===== src/rtl/lbm_sweep_sequencer_if.sv =====
// lbm_sweep_sequencer_if: node request handshake between the sweep sequencer and the node compute core
interface lbm_sweep_sequencer_if #(
  parameter int X_W = 4,
  parameter int Y_W = 4
);
  logic           Node_valid;
  logic           Node_ready;
  logic [X_W-1:0] Node_x;
  logic [Y_W-1:0] Node_y;
  logic           Phase;
  modport master (output Node_valid, Node_x, Node_y, Phase, input Node_ready);
  modport slave  (input Node_valid, Node_x, Node_y, Phase, output Node_ready);
endinterface


===== src/rtl/lbm_sweep_sequencer.sv =====
// lbm_sweep_sequencer: raster-sweeps the lattice through collide then stream per time step,
// pulses Step_en after each step and stops once MAX_TIME steps have completed.
module lbm_sweep_sequencer #(
  parameter int NX               = 16,
  parameter int NY               = 16,
  parameter int MAX_TIME         = 8,
  parameter int TIME_COUNT_WIDTH = $clog2(MAX_TIME),
  parameter int X_W              = $clog2(NX),
  parameter int Y_W              = $clog2(NY)
) (
  input  logic                      Clk,
  input  logic                      Reset,
  input  logic                      Start,
  input  logic [TIME_COUNT_WIDTH:0] Time_count,
  lbm_sweep_sequencer_if.master     nif,
  output logic                      Step_en,
  output logic                      Busy,
  output logic                      Done
);
  typedef enum logic [2:0] {S_IDLE, S_COLLIDE, S_STREAM, S_STEP, S_DONE} state_t;
  localparam logic [X_W-1:0]              X_LAST = X_W'(NX - 1);
  localparam logic [Y_W-1:0]              Y_LAST = Y_W'(NY - 1);
  localparam logic [TIME_COUNT_WIDTH:0]   T_MAX  = (TIME_COUNT_WIDTH + 1)'(MAX_TIME);
  localparam logic [TIME_COUNT_WIDTH:0]   T_LAST = (TIME_COUNT_WIDTH + 1)'(MAX_TIME - 1);
  state_t         r_state, w_nxt;
  logic [X_W-1:0] r_x, w_x;
  logic [Y_W-1:0] r_y, w_y;
  logic           r_valid, r_phase, r_step, r_busy, r_done;
  logic           w_valid, w_phase, w_step, w_busy, w_done;
  logic           w_hs, w_last_x, w_last_y;
  assign w_hs     = r_valid & nif.Node_ready;
  assign w_last_x = r_x == X_LAST;
  assign w_last_y = r_y == Y_LAST;
  always_comb begin
    w_nxt = r_state;
    w_x   = r_x;
    w_y   = r_y;
    unique case (r_state)
      S_IDLE: if (Start) begin
        w_nxt = (Time_count >= T_MAX) ? S_DONE : S_COLLIDE;
        w_x   = '0;
        w_y   = '0;
      end
      S_COLLIDE, S_STREAM: if (w_hs) begin
        w_x = w_last_x ? '0 : r_x + X_W'(1);
        w_y = w_last_x ? (w_last_y ? '0 : r_y + Y_W'(1)) : r_y;
        if (w_last_x && w_last_y) w_nxt = (r_state == S_COLLIDE) ? S_STREAM : S_STEP;
      end
      // Time_count still holds the pre-increment value while in STEP
      S_STEP: w_nxt = (Time_count >= T_LAST) ? S_DONE : S_COLLIDE;
      default: ;
    endcase
    w_valid = (w_nxt == S_COLLIDE) || (w_nxt == S_STREAM);
    w_phase = w_nxt == S_STREAM;
    w_step  = w_nxt == S_STEP;
    w_busy  = w_valid || w_step;
    w_done  = w_nxt == S_DONE;
  end
  always_ff @(posedge Clk or negedge Reset) begin
    if (!Reset) begin
      r_state <= S_IDLE;
      r_x     <= '0;
      r_y     <= '0;
      r_valid <= 1'b0;
      r_phase <= 1'b0;
      r_step  <= 1'b0;
      r_busy  <= 1'b0;
      r_done  <= 1'b0;
    end else begin
      r_state <= w_nxt;
      r_x     <= w_x;
      r_y     <= w_y;
      r_valid <= w_valid;
      r_phase <= w_phase;
      r_step  <= w_step;
      r_busy  <= w_busy;
      r_done  <= w_done;
    end
  end
  assign nif.Node_valid = r_valid;
  assign nif.Node_x     = r_x;
  assign nif.Node_y     = r_y;
  assign nif.Phase      = r_phase;
  assign Step_en        = r_step;
  assign Busy           = r_busy;
  assign Done           = r_done;
endmodule


===== src/flat_wrapper.sv =====
// flat-port wrapper written by rule: the top's interface ports become plain ports
module lbm_sweep_sequencer_flat 
#(
  parameter int NX               = 16,
  parameter int NY               = 16,
  parameter int MAX_TIME         = 8,
  parameter int TIME_COUNT_WIDTH = $clog2(MAX_TIME),
  parameter int X_W              = $clog2(NX),
  parameter int Y_W              = $clog2(NY)
)
  (Clk, Reset, Start, Time_count, Step_en, Busy, Done, nif_Node_valid, nif_Node_x, nif_Node_y, nif_Phase, nif_Node_ready);
  lbm_sweep_sequencer_if #(.X_W(X_W), .Y_W(Y_W)) nif_i ();
  input  logic Clk;
  input  logic Reset;
  input  logic Start;
  input  logic [TIME_COUNT_WIDTH:0] Time_count;
  output logic Step_en;
  output logic Busy;
  output logic Done;
  output wire logic [$bits(nif_i.Node_valid)-1:0] nif_Node_valid;
  output wire logic [$bits(nif_i.Node_x)-1:0] nif_Node_x;
  output wire logic [$bits(nif_i.Node_y)-1:0] nif_Node_y;
  output wire logic [$bits(nif_i.Phase)-1:0] nif_Phase;
  input wire logic [$bits(nif_i.Node_ready)-1:0] nif_Node_ready;
  assign nif_Node_valid = nif_i.Node_valid;
  assign nif_Node_x = nif_i.Node_x;
  assign nif_Node_y = nif_i.Node_y;
  assign nif_Phase = nif_i.Phase;
  assign nif_i.Node_ready = nif_Node_ready;
  lbm_sweep_sequencer #(.NX(NX), .NY(NY), .MAX_TIME(MAX_TIME), .TIME_COUNT_WIDTH(TIME_COUNT_WIDTH), .X_W(X_W), .Y_W(Y_W)) u_core (.Clk(Clk), .Reset(Reset), .Start(Start), .Time_count(Time_count), .nif(nif_i), .Step_en(Step_en), .Busy(Busy), .Done(Done));
endmodule

===== config.mk =====
export PLATFORM = sky130hd
export DESIGN_NAME = lbm_sweep_sequencer_flat
export DESIGN_NICKNAME = d
export VERILOG_FILES = /design/src/rtl/lbm_sweep_sequencer_if.sv /design/src/rtl/lbm_sweep_sequencer.sv /design/src/flat_wrapper.sv
export SDC_FILE = /design/constraint.sdc
export NUM_CORES = 1
export LEC_CHECK = 0
export BUFFER_PORTS_ARGS = -buffer_cell sky130_fd_sc_hd__buf_2
export CAP_MARGIN = 20
export CORE_MARGIN = 8
export CORE_UTILIZATION = 50
export DETAILED_ROUTE_END_ITERATION = 8
export PLACE_DENSITY = 0.75
export SYNTH_ARGS = -nofsm -noshare
export SYNTH_HDL_FRONTEND = slang
export SYNTH_SLANG_ARGS = --single-unit

===== constraint.sdc =====
create_clock -name Clk -period 4.2 [get_ports Clk]
set_input_delay 0.84 -clock Clk [delete_from_list [all_inputs] [get_ports Clk]]
set_output_delay 0.84 -clock Clk [all_outputs]
set_load 0.01 [all_outputs]

==> flow_metrics.py <==
metrics = {
    "run_status": {
        "status": "finished, final reports clean",
    },
    "global_route": {
        "antenna_found_initial": 0,
        "grt_pass1_wl_um": 3370,
        "track_usage_pct": 12.8,
        "grt_max_degree": 17,
        "grt_pass1_vias": 765,
        "grt_remaining_overflow": 0,
    },
    "die": {
        "top_level_ports": 21,
        "initial_utilization_pct": 51.6,
        "coreArea_mm2": 0.00169,
        "num_rows": 15,
        "die_area_mm2": 0.00334,
        "die_h_um": 57.8,
        "fp.dieW_um": 57.8,
    },
    "synthesis": {
        "syn_inst": 96,
        "yosys_warnings": 0,
        "mappedNetlistNets": 106,
        "netlist_area_um2": 872,
        "ys_ff_latch": 16,
        "avgSynthCellArea_um2": 9.08,
        "yosysUniqueCellTypes": 31,
        "yosysSeqAreaShare_pct": 45.9,
    },
    "routing": {
        "vias_per_cell": 5.90,
        "wl_um": 1990,
        "ant_nets": 0,
        "wire_per_inst_um": 14.9,
        "initialDrtViolationCount": 14,
        "vias": 790,
        "drt_pass1_iterations": 4,
        "route.detailed.drc": 0,
    },
    "sta": {
        "fin_worst_hold_slack_ps": 442,
        "finalSetupViolCount": 0,
        "max_freq_mhz": 530,
        "setup_slack_ps": 2310,
        "finalHoldViolCount": 0,
        "max_slew_margin_pct": 61.6,
        "tightest_slew_ps": 571,
        "min_period_ps": 1890,
        "grt_setup_unrepaired": "false",
        "fin_worst_skew_ps": 1.69,
        "period_share_pct": 44.9,
        "drv_slew": 0,
        "timing.setup.tns_ps": 0,
    },
    "final_layout": {
        "final_cell_area_mm2": 0.00102,
        "drive_gt1_share_pct": 23.9,
        "final_nets": 128,
        "num_antenna_cells": 0,
        "area_delta_synth_final_pct": 16.8,
        "instances_no_fill": 134,
        "final_core_util_pct": 60.3,
    },
    "power": {
        "power_density_mw_per_mm2": 309,
        "power.total_uw": 314,
        "vdd_drop_max_uv": 191,
        "power.leakage_nw": 0.491,
    },
    "clocking": {
        "insertion_delay_ps": 290,
        "cts_tree": "built",
        "htree_levels": 1,
        "cts-root-buf": "clkbuf_4",
        "numCtsBuffers": 3,
        "clock_sinks": 16,
        "cts_resized": 0,
        "clkTransAtPathRegs_ps": 100,
        "clk_path_buf_depth": 2,
        "cts_setup_buffers": 0,
        "cts.hold.buffers_added": 0,
    },
    "worst_setup_path": {
        "critPathCaptureType": "flop",
        "slowest_delay_ps": 620,
        "slowest_stage": "dfrtp_1",
        "worstSetupPathType": "reg2reg",
        "crit_chain": "xor2_1 -> a31oi_2 -> nor2_1 -> mux2_2",
        "startpoint_type": "flop",
        "crit_family": "flip-flops",
        "cp.arrival_ps": 2070,
        "worstPathMaxFanout": 14,
        "cp.required_ps": 4380,
        "critPathBufInv": 0,
    },
    "placement": {
        "place_area_um2": 982,
        "dp.final_hpwl_um": 1540,
        "dpl.cell_count": 130,
        "dp_slack_ps": 2170,
        "port-buffer-count": 20,
        "place.gp.congestion": 0.827,
    },
    "worst_hold_path": {
        "hp-class": "in2async",
    },
    "run": {
        "drv_cap": 0,
    },
}
## logic make-up after synthesis
logic type	Yosys count	synth area share, %
multiplexers	1	1.29
flip-flops	16	45.9
buffers and inverters	8	3.44
AO/OA/AOI/OAI	28	22.0
adder cells (fa/ha/maj)	2	2.87
AND/OR/NAND/NOR	39	22.5
XOR/XNOR	2	2.01
## cell usage in the layout, fill, tap and decap left out, drive strengths merged
cell | netlist | final
nor3 | 4 | 4
nor2b | 2 | 2
or2 | 1 | 1
a211oi | 3 | 3
nor3b | 1 | 1
a31oi | 5 | 5
xor2 | 1 | 1
nand2 | 9 | 9
nand3b | 1 | 1
nor4 | 2 | 2
mux2 | 1 | 1
ha | 2 | 2
o22ai | 1 | 1
nor2 | 6 | 6
a21o | 1 | 1
clkbuf | 3 | 4
a31o | 1 | 1
a311o | 1 | 1
xnor2 | 1 | 1
nand2b | 1 | 1
o21bai | 1 | 1
buf | 0 | 20
and3 | 5 | 5
o21ai | 9 | 9
dfrtp | 16 | 16
or3 | 1 | 1
o31ai | 2 | 2
inv | 5 | 5
a21oi | 3 | 3
o41ai | 1 | 1
nand3 | 6 | 6
## state kept, by name, indices dropped and copies added, names as in the netlist
signal,cells
u_core.Busy,1
u_core.Done,1
u_core.Step_en,1
u_core.nif.Node_valid,1
u_core.nif.Node_x,4
u_core.nif.Node_y,4
u_core.nif.Phase,1
u_core.r_state,3
## worst paths after layout
kind	endpoint	slack (ps)	cells after the start	start
worst max-delay path	u_core.nif.Node_x[0]$_DFFE_PN0P_	2310	4	u_core.r_state[0]$_DFF_PN0_
worst min-delay path	u_core.nif.Node_y[2]$_DFFE_PN0P_	440	1	Reset
worst max register to register	u_core.nif.Node_x[0]$_DFFE_PN0P_	2310	4	u_core.r_state[0]$_DFF_PN0_
worst min register to register	u_core.nif.Node_x[3]$_DFFE_PN0P_	540	1	u_core.nif.Node_x[3]$_DFFE_PN0P_
max in group asynchronous	u_core.r_state[2]$_DFF_PN0_	3500	1	Reset
min in group Clk	u_core.nif.Node_x[3]$_DFFE_PN0P_	540	1	u_core.nif.Node_x[3]$_DFFE_PN0P_
## layout make-up
class,count,area [µm²]
clock buffers,4,36.3
fillers,156,671
inverters,5,18.8
multi-input cells,72,442
flip-flops and latches,16,400
well taps,17,21.3
repair buffers,20,100
## report_power, final
part	internal, mW	switching, mW
combinational	0.0171	0.0210
clock	0.0528	0.0506
sequential	0.163	0.0101
## routing by layer
| metal | track usage [%] | wire length [µm] | up-vias |
|---|---|---|---|
| met3 | 1.77 | 80 | 4 |
| met4 | 9.44 | 55 | 0 |
| met5 | 0 | 0 | - |
| li1 | - | - | 393 |
| met2 | 20.7 | 945 | 23 |
| met1 | 15.2 | 912 | 370 |
## cell usage after synthesis
library cell   n  area [µm²]
clkbuf_1       3        11.3
nand2b_1       1        6.26
a211oi_1       3        22.5
mux2_2         1        11.3
nand3b_1       1        7.51
nor3_1         4        20.0
o22ai_1        1        6.26
o31ai_1        2        15.0
a311o_1        1        10.0
xor2_1         1        8.76
a31o_2         1        8.76
nand2_1        9        33.8
a31oi_2        1        12.5
o41ai_2        1        16.3
o21ai_0        9        45.0
nor2_1         6        22.5
nand3_1        6        30.0
a31oi_1        4        25.0
and3_1         5        31.3
nor3b_1        1        7.51
or3_1          1        6.26
ha_1           2        25.0
inv_1          5        18.8
nor4_1         2        12.5
xnor2_1        1        8.76
nor2b_1        2        12.5
or2_0          1        6.26
o21bai_1       1        7.51
dfrtp_1       16         400
a21oi_1        3        15.0
a21o_1         1        7.51
No activity file was read; power rests on OpenSTA's default activity.
